<file path="config.mk">
export PLATFORM = sky130hd
export DESIGN_NAME = mem_arbiter
export DESIGN_NICKNAME = d
export VERILOG_FILES = /design/src/rtl/mem_arb_pkg.sv /design/src/rtl/mem_arb_id_fifo.sv /design/src/rtl/mem_arbiter.sv
export SDC_FILE = /design/constraint.sdc
export NUM_CORES = 1
export LEC_CHECK = 0
export CAP_MARGIN = 20
export CORE_AREA = 2 2 107 109
export CTS_BUF_LIST = sky130_fd_sc_hd__clkbuf_2
export CTS_CLUSTER_SIZE = 12
export DETAILED_ROUTE_END_ITERATION = 16
export DIE_AREA = 0 0 109 111
export SYNTH_ARGS = -nofsm -noshare
export SYNTH_HDL_FRONTEND = slang
export SYNTH_SLANG_ARGS = --single-unit
export TNS_END_PERCENT = 30
</file>
<file path="constraint.sdc">
create_clock -name clk_i -period 2.45 [get_ports clk_i]
set_input_delay 0.3675 -clock clk_i [delete_from_list [all_inputs] [get_ports clk_i]]
set_output_delay 0.3675 -clock clk_i [all_outputs]
set_load 0.02 [all_outputs]
</file>
<file path="src/rtl/mem_arb_pkg.sv">
`default_nettype none
// ============================================================================
// Module      : mem_arb_pkg
// Description : Shared types and limits for the two-master memory arbiter.
//               src_e tags the master that owns a transaction; arb_state_e
//               encodes the request-lock FSM.
// Revision    : 1.0 - initial release
// ============================================================================
package mem_arb_pkg;

    typedef enum logic {
        SRC_INSTR = 1'b0,
        SRC_DATA  = 1'b1
    } src_e;

    typedef enum logic {
        ARB  = 1'b0,
        LOCK = 1'b1
    } arb_state_e;

    // Upper bound on the outstanding-transaction FIFO depth.
    localparam int MEM_ARB_MAX_OUT_LIMIT = 4;

endpackage : mem_arb_pkg
`default_nettype wire

</file>
<file path="src/rtl/mem_arb_id_fifo.sv">
`default_nettype none
// ============================================================================
// Module      : mem_arb_id_fifo
// Description : Small synchronous FIFO of source IDs. It records which master
//               owns each accepted transaction so that in-order responses can
//               be routed back to that master.
// Ports       : clk, rst        - clock, synchronous active-high reset
//               i_push/i_push_id - enqueue an ID (ignored when full)
//               i_pop            - dequeue the head (ignored when empty)
//               o_full/o_empty   - occupancy flags
//               o_head           - ID at the head of the queue
// Revision    : 1.0 - initial release
// ============================================================================
module mem_arb_id_fifo
    import mem_arb_pkg::*;
#(
    parameter int DEPTH = 2
) (
    input  logic clk,
    input  logic rst,
    input  logic i_push,
    input  src_e i_push_id,
    input  logic i_pop,
    output logic o_full,
    output logic o_empty,
    output src_e o_head
);

    localparam int PTR_W = (DEPTH > 1) ? $clog2(DEPTH) : 1;
    localparam int CNT_W = $clog2(DEPTH + 1);
    localparam logic [PTR_W-1:0] C_LAST_PTR = PTR_W'(DEPTH - 1);
    localparam logic [CNT_W-1:0] C_DEPTH    = CNT_W'(DEPTH);

    src_e             r_mem [DEPTH];
    logic [PTR_W-1:0] r_wr_ptr;
    logic [PTR_W-1:0] r_rd_ptr;
    logic [CNT_W-1:0] r_count;

    logic w_do_push;
    logic w_do_pop;

    assign o_full    = (r_count == C_DEPTH);
    assign o_empty   = (r_count == '0);
    assign o_head    = r_mem[r_rd_ptr];
    assign w_do_push = i_push && !o_full;
    assign w_do_pop  = i_pop && !o_empty;

    // Storage needs no reset: the head is only consumed while non-empty.
    always_ff @(posedge clk) begin
        if (w_do_push) begin
            r_mem[r_wr_ptr] <= i_push_id;
        end
    end

    always_ff @(posedge clk) begin
        if (rst) begin
            r_wr_ptr <= '0;
            r_rd_ptr <= '0;
            r_count  <= '0;
        end else begin
            if (w_do_push) begin
                r_wr_ptr <= (r_wr_ptr == C_LAST_PTR) ? '0 : r_wr_ptr + PTR_W'(1);
            end
            if (w_do_pop) begin
                r_rd_ptr <= (r_rd_ptr == C_LAST_PTR) ? '0 : r_rd_ptr + PTR_W'(1);
            end
            case ({w_do_push, w_do_pop})
                2'b10:   r_count <= r_count + CNT_W'(1);
                2'b01:   r_count <= r_count - CNT_W'(1);
                default: r_count <= r_count;
            endcase
        end
    end

endmodule : mem_arb_id_fifo
`default_nettype wire

</file>
<file path="src/rtl/mem_arbiter.sv">
`default_nettype none
// ============================================================================
// Module      : mem_arbiter
// Description : Shares one OBI-style memory port between the instruction
//               fetch and data interfaces. Data wins by default; instr wins
//               once data has beaten a waiting instr STARVE_LIMIT times. A
//               request left ungranted is locked until memory accepts it.
//               Accepted transactions are tracked in order so responses are
//               routed to their owner. No latency is added on either path.
// Ports       : clk_i, rst_i        - clock, synchronous active-high reset
//               instr_*             - fetch master (req/addr/gnt/rvalid/rdata)
//               data_*              - load/store master
//               mem_*               - shared memory port
//               err_o               - sticky: response arrived with none pending
// Revision    : 1.0 - initial release
// ============================================================================
module mem_arbiter
    import mem_arb_pkg::*;
#(
    parameter int MAX_OUTSTANDING = 2,
    parameter int STARVE_LIMIT    = 4
) (
    input  logic        clk_i,
    input  logic        rst_i,
    input  logic        instr_req_i,
    input  logic [31:0] instr_addr_i,
    output logic        instr_gnt_o,
    output logic        instr_rvalid_o,
    output logic [31:0] instr_rdata_o,
    input  logic        data_req_i,
    input  logic [31:0] data_addr_i,
    input  logic        data_we_i,
    input  logic [3:0]  data_be_i,
    input  logic [31:0] data_wdata_i,
    output logic        data_gnt_o,
    output logic        data_rvalid_o,
    output logic [31:0] data_rdata_o,
    output logic        mem_req_o,
    output logic [31:0] mem_addr_o,
    output logic        mem_we_o,
    output logic [3:0]  mem_be_o,
    output logic [31:0] mem_wdata_o,
    input  logic        mem_gnt_i,
    input  logic        mem_rvalid_i,
    input  logic [31:0] mem_rdata_i,
    output logic        err_o
);

    // Keep the FIFO depth inside the supported 1..MEM_ARB_MAX_OUT_LIMIT range.
    localparam int C_FIFO_DEPTH =
        (MAX_OUTSTANDING < 1) ? 1 :
        (MAX_OUTSTANDING > MEM_ARB_MAX_OUT_LIMIT) ? MEM_ARB_MAX_OUT_LIMIT :
        MAX_OUTSTANDING;
    localparam logic [3:0] C_STARVE_LIMIT = 4'(STARVE_LIMIT);

    arb_state_e r_state;
    arb_state_e w_state_next;
    src_e       r_sel;
    src_e       w_sel;
    logic [3:0] r_starve_cnt;
    logic       r_err;

    logic w_data_wins;
    logic w_sel_req;
    logic w_push;
    logic w_pop;
    logic w_full;
    logic w_empty;
    src_e w_head;

    // ------------------------------------------------------------------
    // State register
    // ------------------------------------------------------------------
    always_ff @(posedge clk_i) begin
        if (rst_i) begin
            r_state <= ARB;
        end else begin
            r_state <= w_state_next;
        end
    end

    // ------------------------------------------------------------------
    // Selection, next state and request-side outputs
    // ------------------------------------------------------------------
    always_comb begin
        w_state_next = r_state;
        w_data_wins  = data_req_i &&
                       !(instr_req_i && (r_starve_cnt == C_STARVE_LIMIT));
        w_sel        = w_data_wins ? SRC_DATA : SRC_INSTR;
        w_sel_req    = 1'b0;
        mem_req_o    = 1'b0;
        mem_addr_o   = '0;
        mem_we_o     = 1'b0;
        mem_be_o     = '0;
        mem_wdata_o  = '0;
        instr_gnt_o  = 1'b0;
        data_gnt_o   = 1'b0;

        // A request already shown to memory must stay unchanged until granted.
        if (r_state == LOCK) begin
            w_sel = r_sel;
        end

        w_sel_req = (w_sel == SRC_DATA) ? data_req_i : instr_req_i;

        if (!rst_i) begin
            // No issue while the tracker is full, even if a response frees a
            // slot this cycle; that keeps the gate off the response path.
            mem_req_o = w_sel_req && !w_full;
            if (w_sel == SRC_DATA) begin
                mem_addr_o  = data_addr_i;
                mem_we_o    = data_we_i;
                mem_be_o    = data_be_i;
                mem_wdata_o = data_wdata_i;
            end else begin
                mem_addr_o  = instr_addr_i;
                mem_we_o    = 1'b0;
                mem_be_o    = 4'hF;
                mem_wdata_o = '0;
            end
            instr_gnt_o = mem_req_o && mem_gnt_i && (w_sel == SRC_INSTR);
            data_gnt_o  = mem_req_o && mem_gnt_i && (w_sel == SRC_DATA);
        end

        case (r_state)
            ARB:     if (mem_req_o && !mem_gnt_i) w_state_next = LOCK;
            LOCK:    if (mem_req_o && mem_gnt_i)  w_state_next = ARB;
            default: w_state_next = ARB;
        endcase
    end

    assign w_push = mem_req_o && mem_gnt_i;
    assign w_pop  = mem_rvalid_i && !w_empty && !rst_i;

    // ------------------------------------------------------------------
    // Locked source, starvation counter and sticky error
    // ------------------------------------------------------------------
    always_ff @(posedge clk_i) begin
        if (rst_i) begin
            r_sel        <= SRC_INSTR;
            r_starve_cnt <= '0;
            r_err        <= 1'b0;
        end else begin
            if (mem_req_o && !mem_gnt_i) begin
                r_sel <= w_sel;
            end
            if (w_push && (w_sel == SRC_INSTR)) begin
                r_starve_cnt <= '0;
            end else if (w_push && instr_req_i && (r_starve_cnt != C_STARVE_LIMIT)) begin
                r_starve_cnt <= r_starve_cnt + 4'd1;
            end
            if (mem_rvalid_i && w_empty) begin
                r_err <= 1'b1;
            end
        end
    end

    assign err_o = r_err && !rst_i;

    // ------------------------------------------------------------------
    // Outstanding-transaction tracker and response routing
    // ------------------------------------------------------------------
    mem_arb_id_fifo #(
        .DEPTH (C_FIFO_DEPTH)
    ) u_fifo (
        .clk       (clk_i),
        .rst       (rst_i),
        .i_push    (w_push),
        .i_push_id (w_sel),
        .i_pop     (w_pop),
        .o_full    (w_full),
        .o_empty   (w_empty),
        .o_head    (w_head)
    );

    assign instr_rvalid_o = w_pop && (w_head == SRC_INSTR);
    assign data_rvalid_o  = w_pop && (w_head == SRC_DATA);
    assign instr_rdata_o  = instr_rvalid_o ? mem_rdata_i : '0;
    assign data_rdata_o   = data_rvalid_o  ? mem_rdata_i : '0;

endmodule : mem_arbiter
`default_nettype wire

</file>
Word level (Yosys, flattened, before mapping):

Memories as Yosys holds them, arrays and structs flattened. A register that Yosys moved wholly into a read port is not among the register bits.
Index checks and enable logic that the tools add are counted.
W data, S select, Z words.

* flip-flop bits (word level): 11
* memory bits (writable): 2
* bits of input ports: 139
* output and inout bits: 139
* memories kept: 1

Memories
* u_fifo.r_mem: depth 2, width 1, read ports 1, clocked after Yosys merged registers in 1, wr ports 1, line mem_arb_id_fifo.sv:34 `src_e r_mem [DEPTH];`

* add/subtract/negate cells: 5
* eq/ne operators: 5
* multiplexer cells: 26
* bitwise logic cells: 3
* reduce and logical (&&, ||, !) cells: 27

Operators with widths (count)
* $mux W32: 6
* $logic_and A1 B1 Y1: 19
* $mux W1: 16
* $mux W4: 2
* $logic_not A1 Y1: 5
* $add A4 B1 Y4 const B: 1
* $eq A2 B2 Y1 const B: 2
* $eq A4 B3 Y1 const B: 1
* $ne A4 B3 Y1 const B: 1
* $pmux W2 S2: 1
* $not A1 Y1: 3
* $add A1 B1 Y1 const B: 2
* $add A2 B1 Y2 const B: 1
* $eq A2 B1 Y1 const B: 1
* $logic_not A2 Y1: 1
* $pmux W1 S2: 1
* $reduce_bool A2 Y1: 1
* $reduce_or A2 Y1: 1
* $sub A2 B1 Y2 const B: 1

Longest topological paths before layout:

Gate-level depths: netlist (run 1).

* depth after elaboration: 13
* depth in mapped cells: 9
* depth with buffers taken out: 7

Hierarchy:

From an unflattened synthesis (run 1), not the netlist that was laid out.

* cell total of the unflattened synthesis: 310
* area, all modules: 1935.6 um2

By module, submodules not included
* mem_arbiter: instances 1, cells each 281, area each 1640.3 um2, seq. area each 140.1 um2
* mem_arb_id_fifo: instances 1, cells each 29, area each 295.3 um2, seq. area each 160.2 um2

Worst setup path after synthesis (run 1):

OpenSTA, ideal clock, no wires.

* path kind: input to register
* start: input port data_req_i
* end: register u_fifo.r_count[1]
* library setup time: 70 ps
* arrival: 2273 ps
* path slack: 106 ps
* stages on the path: 6
* path buffers: 0
* cell sequence: and3b_2 > a2111oi_4 > nand2_1 > ha_1 > or3_1 > a21oi_1

* word-level cells in the longest chain between the ends: 10
* elaborated cells on any way between the ends: 12

RTL lines
* start: declaration: line mem_arbiter.sv:30 `input logic data_req_i,`
* $logic_and A1 B1 Y1: line mem_arbiter.sv:87 `w_data_wins = data_req_i &&`
* $mux W1: line mem_arbiter.sv:89 `w_sel = w_data_wins ? SRC_DATA : SRC_INSTR;`
* $mux W1: line mem_arbiter.sv:100 `if (r_state == LOCK) begin`
* $mux W1 (*): line mem_arbiter.sv:104 `w_sel_req = (w_sel == SRC_DATA) ? data_req_i : instr_req_i;`
* $logic_and A1 B1 Y1 (*): line mem_arbiter.sv:109 `mem_req_o = w_sel_req && !w_full;`
* $mux W1 (*): line mem_arbiter.sv:106 `if (!rst_i) begin`
* via mem_req_o: line mem_arbiter.sv:38 `output logic mem_req_o,`
* $logic_and A1 B1 Y1 (*): line mem_arbiter.sv:132 `assign w_push = mem_req_o && mem_gnt_i;`
* $logic_and A1 B1 Y1 (*): line mem_arb_id_fifo.sv:45 `assign w_do_push = i_push && !o_full;`
* $eq A2 B1 Y1 or $eq A2 B2 Y1 (tied branches): line mem_arb_id_fifo.sv:67 `case ({w_do_push, w_do_pop})`
* $pmux W2 S2 or $reduce_bool A2 Y1 (tied branches)
* end signal: assignment: line mem_arb_id_fifo.sv:68 `2'b10: r_count <= r_count + CNT_W'(1);`
* end signal: assignment: line mem_arb_id_fifo.sv:69 `2'b01: r_count <= r_count - CNT_W'(1);`
* end signal: assignment: line mem_arb_id_fifo.sv:70 `default: r_count <= r_count;`
* end: declaration: line mem_arb_id_fifo.sv:37 `logic [CNT_W-1:0] r_count;`

Mark *: on every way through the listed nets, which the timed path passes. The rest lies on a longest branch.
A chain may end at the register's enable or synchronous reset.

Worst setup path after layout (run 1):

* start: input port instr_req_i
* end: output port mem_wdata_o[28]

* word-level cells in the longest chain between the ends: 7

RTL lines
* start: declaration: line mem_arbiter.sv:25 `input logic instr_req_i,`
* $logic_and A1 B1 Y1: line mem_arbiter.sv:88 `!(instr_req_i && (r_starve_cnt == C_STARVE_LIMIT));`
* $logic_not A1 Y1: line mem_arbiter.sv:88
* $logic_and A1 B1 Y1: line mem_arbiter.sv:87
* $mux W1: line mem_arbiter.sv:89
* $mux W1: line mem_arbiter.sv:100
* $mux W32: line mem_arbiter.sv:110 `if (w_sel == SRC_DATA) begin`
* $mux W32: line mem_arbiter.sv:106
* end: declaration: line mem_arbiter.sv:42 `output logic [31:0] mem_wdata_o,`

No other way between the ends.

==> flow_summary_export.csv, run 1 <==
group,metric,value,unit
clock_network,ctsLongestPathBuffers,2,
flow_run,drv_cap,0,
layout,diodes,0,
timing,slew_viol_final,0,
layout,drive_gt1_frac,0.224,
power_and_ir_drop,seqPwrFrac,0.213,
setup_path,critical-path-max-stage-delay,0.50,ns
floorplanning,die_x,109,µm
clock_network,cts_tree,"yes",
route,wl_per_cell,14.8,µm
route,drt_pre_antenna_iters,4,
power_and_ir_drop,switchingPower,0.497,mW
timing,tightest_slew,0.495,ns
timing,grt_setup_unrepaired,"true",
layout,fill_cells,1164,
synth,netlist_area,1900,µm²
route,viasPerCell,4.40,
setup_path,crit_chain,"clkdlybuf4s50_1 > nand4b_1 > a22oi_2 > buf_6 > clkinvlp_4 > bufbuf_16 > and3_1 > buf_2",
floorplanning,chipHeight,111,µm
power_and_ir_drop,switching_share,0.401,
synth,synth_xor_area_frac,0.0139,
synth,yosys.area_share.adder,0.0198,
setup_path,cp_max_fo,8,
clock_network,htreeDepth,1,
route,drt_iter0_markers,126,
timing,final.setup.tns,0,ns
timing,fin_crit,2.41,ns
setup_path,path_class,"input pin to primary output",
layout,areaGrowthSynthToFinish,158,%
timing,fin_skew,0.0135,ns
synth,yosys-mux-area-fraction,0.0106,
timing,period_share,0.985,
power_and_ir_drop,intPower,0.742,mW
timing,setup_viol,0,
layout,mostFrequentLayoutCells,"clkdlybuf4s50_1 (137), dlygate4sd2_1 (68), nand2_1 (63)",
clock_network,clockRootBuffer,"clkbuf_2",
setup_path,crit_path_end_kind,"primary output",
global_route,grtUsageTotal,0.174,
synth,synthCells,314,
min_path,holdPathStages,2,
setup_path,cp_slowest_cell,"clkdlybuf4s50_1",
floorplanning,dieArea,12100,µm²
global_route,antenna_found_initial,0,
route,final_antenna_net_count,0,
clock_network,cts_buffers,3,
run_status,status,"complete, no violations",
clock_network,cts.sinks,14,
placed_design,postPlaceCellArea,4960,µm²
setup_path,r2r_slack,0.30,ns
power_and_ir_drop,cellLeakagePower,2.67,nW
synth,synth_compound_area_frac,0.168,
setup_path,cp_data_required_time,2.08,ns
synth,synth_top_family_by_area,"simple AND/OR/NAND/NOR gates",
clock_network,clkSlewWorstSetupHoldPaths,0.15,ns
route,route.detailed.drc,0,
global_route,grt_pass1_vias,3212,
min_path,holdPathEnd,"u_fifo.r_rd_ptr",
synth,synth_cell_types,31,
power_and_ir_drop,combPwrFrac,0.693,
synth,synth.yosys.seq_area_share,0.158,
global_route,grt_max_degree,37,
global_route,grt_overflow_total,0,
power_and_ir_drop,p_per_area,254,nW/µm²
synth,synthSimpleGateAreaFrac,0.551,
synth,syn-num-nets,456,
floorplanning,rows,39,
setup_path,arrival,2.05,ns
floorplanning,core_area,11100,µm²
power_and_ir_drop,ir_drop,0.126,mV
setup_path,ff2ff_path_depth,7,
layout,finalNetCount,745,
synth,post_synth.cell_area_avg,6.04,µm²
setup_path,r2r-end,"u_fifo.r_count[1]",
layout,final_area,4880,µm²
floorplanning,num_io_pins,278,
timing,max_freq,414,MHz
placed_design,gp_congestion,0.875,
placed_design,place_hpwl,8.82,mm
synth,yosys_warnings,0,
clock_network,worst_skew_pair.late_latency,0.30,ns
placed_design,portBuffers,277,
route,via_count,3280,
floorplanning,start_util,0.171,
setup_path,cp-start-kind,"input pin",
layout,multi_input_area,1520,µm²
min_path,hp-start,"rst_i",
timing,finalHoldViolCount,0,
timing,maxSlewHeadroom,0.667,
power_and_ir_drop,pwr-share-clk,0.094,
min_path,hold_class,"input pin to flop",
layout,regArea,304,µm²
global_route,grt_pass1_wl,16.8,mm
route,routed_wl,11.0,mm
synth,synth_seq_cells,14,
layout,final_common_cell,"clkdlybuf4s50_1",
[Yosys cell counts]
library cell,number,area share
clkbuf_1,22,0.044
nand3_1,4,0.011
buf_1,1,0.0020
ha_1,3,0.020
a2111oi_4,1,0.015
and3b_2,1,0.0053
o21ai_0,6,0.016
nand3b_1,1,0.0040
and2_1,33,0.11
a21o_2,1,0.0046
nor2_1,17,0.034
a21oi_1,42,0.11
buf_2,6,0.016
nand4_1,2,0.0066
dfxtp_1,12,0.13
inv_1,9,0.018
a31o_2,1,0.0046
a22oi_1,1,0.0040
o41ai_2,1,0.0086
edfxtp_1,2,0.032
and2b_2,1,0.0046
xor2_1,2,0.0092
xnor2_1,1,0.0046
and3_1,66,0.22
nand2_1,66,0.13
nor2b_1,2,0.0066
nor3_1,3,0.0079
mux2i_1,2,0.011
nand4b_1,1,0.0046
or3_1,3,0.0099
a311oi_1,1,0.0046
[power groups by stage]
stage	logic, mW	clock network, mW	registers, mW
after floorplan	0.354	0	0.264
after global placement	0.852	0	0.267
after detailed placement	0.856	0	0.267
after CTS	0.828	0.118	0.262
after global routing	0.925	0.131	0.266
final	0.859	0.117	0.263
[metal layers]
| metal | GRT usage | vias to the layer above | wire [µm] |
|---|---|---|---|
| met5 | 0 | - | 0 |
| met2 | 0.316 | 109 | 5860 |
| met4 | 0.0239 | 0 | 109 |
| met3 | 0.0353 | 12 | 669 |
| met1 | 0.213 | 1519 | 4390 |
| li1 | - | 1640 | - |
[per-stage QoR]
step | power [mW] | cells | hold slack, ns | setup WS, ns | util
5_1_grt | 1.32 | 745 | 0.381 | -0.0846 | 0.441
2_1_floorplan | 0.618 | 314 | 0.429 | 0.106 | -
6_report | 1.24 | 745 | 0.394 | 0.0366 | 0.441
3_3_place_gp | 1.12 | 732 | 0.446 | -0.376 | 0.448
3_5_place_dp | 1.12 | 732 | 0.482 | -0.387 | 0.448
4_1_cts | 1.21 | 743 | 0.394 | -0.177 | 0.426
[worst max path at each step]
stage               cells past startpoint                end       startpoint
floorplan                               6  u_fifo.r_count[1]       data_req_i
finish                                  8    mem_wdata_o[28]      instr_req_i
CTS                                     6   instr_rdata_o[3]     mem_rvalid_i
detailed placement                      7     mem_addr_o[16]      instr_req_i
global placement                        7      mem_addr_o[7]      instr_req_i
global route                           11     mem_addr_o[15]  r_starve_cnt[1]
[layout make-up]
type | count | share of cell area
tap | 143 | 0.0366
multi-input combinational | 262 | 0.311
clock inverter | 1 | 0.000768
clock buffer | 3 | 0.00307
inverter | 9 | 0.00768
timing repair buffer | 313 | 0.579
sequential | 14 | 0.0622
[repair_timing]
item,CTS,global route
setup buffers,5,2
pin swaps,1,4
gates cloned,2,0
gates resized for setup,339,58
endpoints found under the setup margin,136,73
hold buffers,0,0
[kinds of logic after synthesis]
family	after synthesis
buffers and inverters	38
flip-flops	14
AO/OA/AOI/OAI	54
adder cells (fa/ha/maj)	3
multiplexers	2
AND/OR/NAND/NOR	200
XOR/XNOR	3
[worst max-delay path: cells and delay by family]
kind	cells	cell delay (ns)
buf+inv	5	1.21
simple gates	2	0.29
compound gates	1	0.17
Note: power is estimated with default switching activity, not from simulation.
==> run 2: changes to the inputs <==
--- a/config.mk
+++ b/config.mk
@@ -11,6 +11,8 @@
 export CTS_CLUSTER_SIZE = 12
 export DETAILED_ROUTE_END_ITERATION = 16
 export DIE_AREA = 0 0 109 111
+export GPL_TIMING_DRIVEN = 0
+export SETUP_SLACK_MARGIN = 0.15
 export SYNTH_ARGS = -nofsm -noshare
 export SYNTH_HDL_FRONTEND = slang
 export SYNTH_SLANG_ARGS = --single-unit
==> flow_summary_export.csv, run 2 (synthesized netlist as in run 1, its figures left out) <==
group,metric,value,unit
setup_path,cp_max_fo,7,
timing,timing.final.ws_setup,0.0288,ns
route,wl_per_cell,15.8,µm
route,drt_pre_antenna_iters,4,
run_status,status,"complete, no violations",
clock_network,cts_tree,"yes",
setup_path,r2r_slack,0.39,ns
global_route,antenna_found_initial,0,
clock_network,cts.sinks,14,
min_path,hold_class,"flop to flop",
route,viasPerCell,4.55,
floorplanning,core_area,11100,µm²
layout,diodes,0,
layout,finalNetCount,759,
route,final_antenna_net_count,0,
placed_design,gp_congestion,0.848,
power_and_ir_drop,cellLeakagePower,2.87,nW
floorplanning,num_io_pins,278,
layout,drive_gt1_frac,0.354,
global_route,grt_pass1_vias,3571,
global_route,grt_max_degree,12,
power_and_ir_drop,power.total,1.43,mW
timing,fin_crit,2.42,ns
timing,setup_viol,0,
setup_path,arrival,2.05,ns
clock_network,ctsLongestPathBuffers,2,
global_route,grt_overflow_total,0,
clock_network,worst_skew_pair.late_latency,0.30,ns
route,via_count,3457,
setup_path,cp_data_required_time,2.08,ns
setup_path,cp-start-kind,"flop",
timing,maxSlewHeadroom,0.521,
clock_network,clockRootBuffer,"clkbuf_2",
route,drt_iter0_markers,167,
power_and_ir_drop,p_per_area,265,nW/µm²
floorplanning,chipHeight,111,µm
floorplanning,rows,39,
timing,fin_skew,0.0110,ns
global_route,grtUsageTotal,0.184,
global_route,grt_pass1_wl,17.9,mm
setup_path,crit_path_end_kind,"primary output",
route,route.detailed.drc,0,
clock_network,cts_buffers,3,
timing,period_share,0.988,
timing,finalHoldViolCount,0,
timing,grt_setup_unrepaired,"true",
layout,fin_cells,759,
timing,slew_viol_final,0,
timing,tightest_slew,0.719,ns
placed_design,dp.cells,733,
clock_network,htreeDepth,1,
layout,final_area,5410,µm²
placed_design,portBuffers,276,
floorplanning,dieArea,12100,µm²
route,routed_wl,12.0,mm
placed_design,postPlaceCellArea,4840,µm²
layout,fill_cells,1094,
placed_design,place_hpwl,9.31,mm
setup_path,path_class,"flop to primary output",
layout,final_common_cell,"clkdlybuf4s50_1",
layout,areaGrowthSynthToFinish,185,%
timing,final.setup.tns,0,ns
flow_run,drv_cap,0,
timing,holdWs,0.485,ns
placed_design,post-place-ws,-0.790,ns
timing,max_freq,413,MHz
clock_network,clkSlewWorstSetupHoldPaths,0.16,ns
power_and_ir_drop,ir_drop,0.132,mV
floorplanning,start_util,0.171,
layout,finish.utilization,0.489,
floorplanning,die_x,109,µm
layout,mostFrequentLayoutCells,"clkdlybuf4s50_1 (135), and3_1 (65), dlygate4sd2_1 (54)",
run 2: layout make-up:
cell class	count	area (µm²)	share of cell area
Sequential cell	14	305	0.0564
Clock inverter	1	3.75	0.000693
Multi-Input combinational cell	262	1830	0.338
Clock buffer	3	15.0	0.00277
Tap cell	143	179	0.0330
Buffer	29	284	0.0525
Inverter	9	38.8	0.00716
Timing Repair Buffer	298	2760	0.509
run 2: path summary, 6_finish.rpt:
| path | cells past startpoint | start | to |
|---|---|---|---|
| max | 11 | r_starve_cnt[0] | mem_addr_o[15] |
| min | 2 | r_err | r_err |
| min reg2reg | 2 | r_err | r_err |
| max reg2reg | 6 | u_fifo.r_count[1] | u_fifo.r_count[1] |
run 2: metal layers:
metal | track usage | share of wire | routed length, µm
met5 | 0 | 0 | 0
met4 | 0.0641 | 0.030 | 363
met3 | 0.0406 | 0.11 | 1270
met2 | 0.370 | 0.54 | 6460
met1 | 0.177 | 0.33 | 3910
run 2: worst max-delay path, stage by stage (launching register included):
cell and delay [ns]:
dfxtp_2 0.36, inv_2 0.08, ha_4 0.14, nand4b_1 0.13, a22oi_2 0.21, buf_4 0.16, inv_6 0.04, clkbuf_16 0.17
clkbuf_16 0.17, nand2_4 0.06, a21oi_2 0.05, buf_4 0.19
run 2: report_power, final:
group / internal (mW) / switching, mW / leakage, nW
combinational: 0.559 / 0.488 / 2.74
sequential: 0.251 / 0.0156 / 0.118
clock: 0.0354 / 0.0853 / 0.0140
total: 0.845 / 0.588 / 2.87
run 2: what timing repair did:
action,in CTS,in global routing
buffers inserted,12,3
resized for setup,544,75
pin swaps,45,15
cloned,3,4
hold buffers,0,0
setup endpoints to repair,140,135
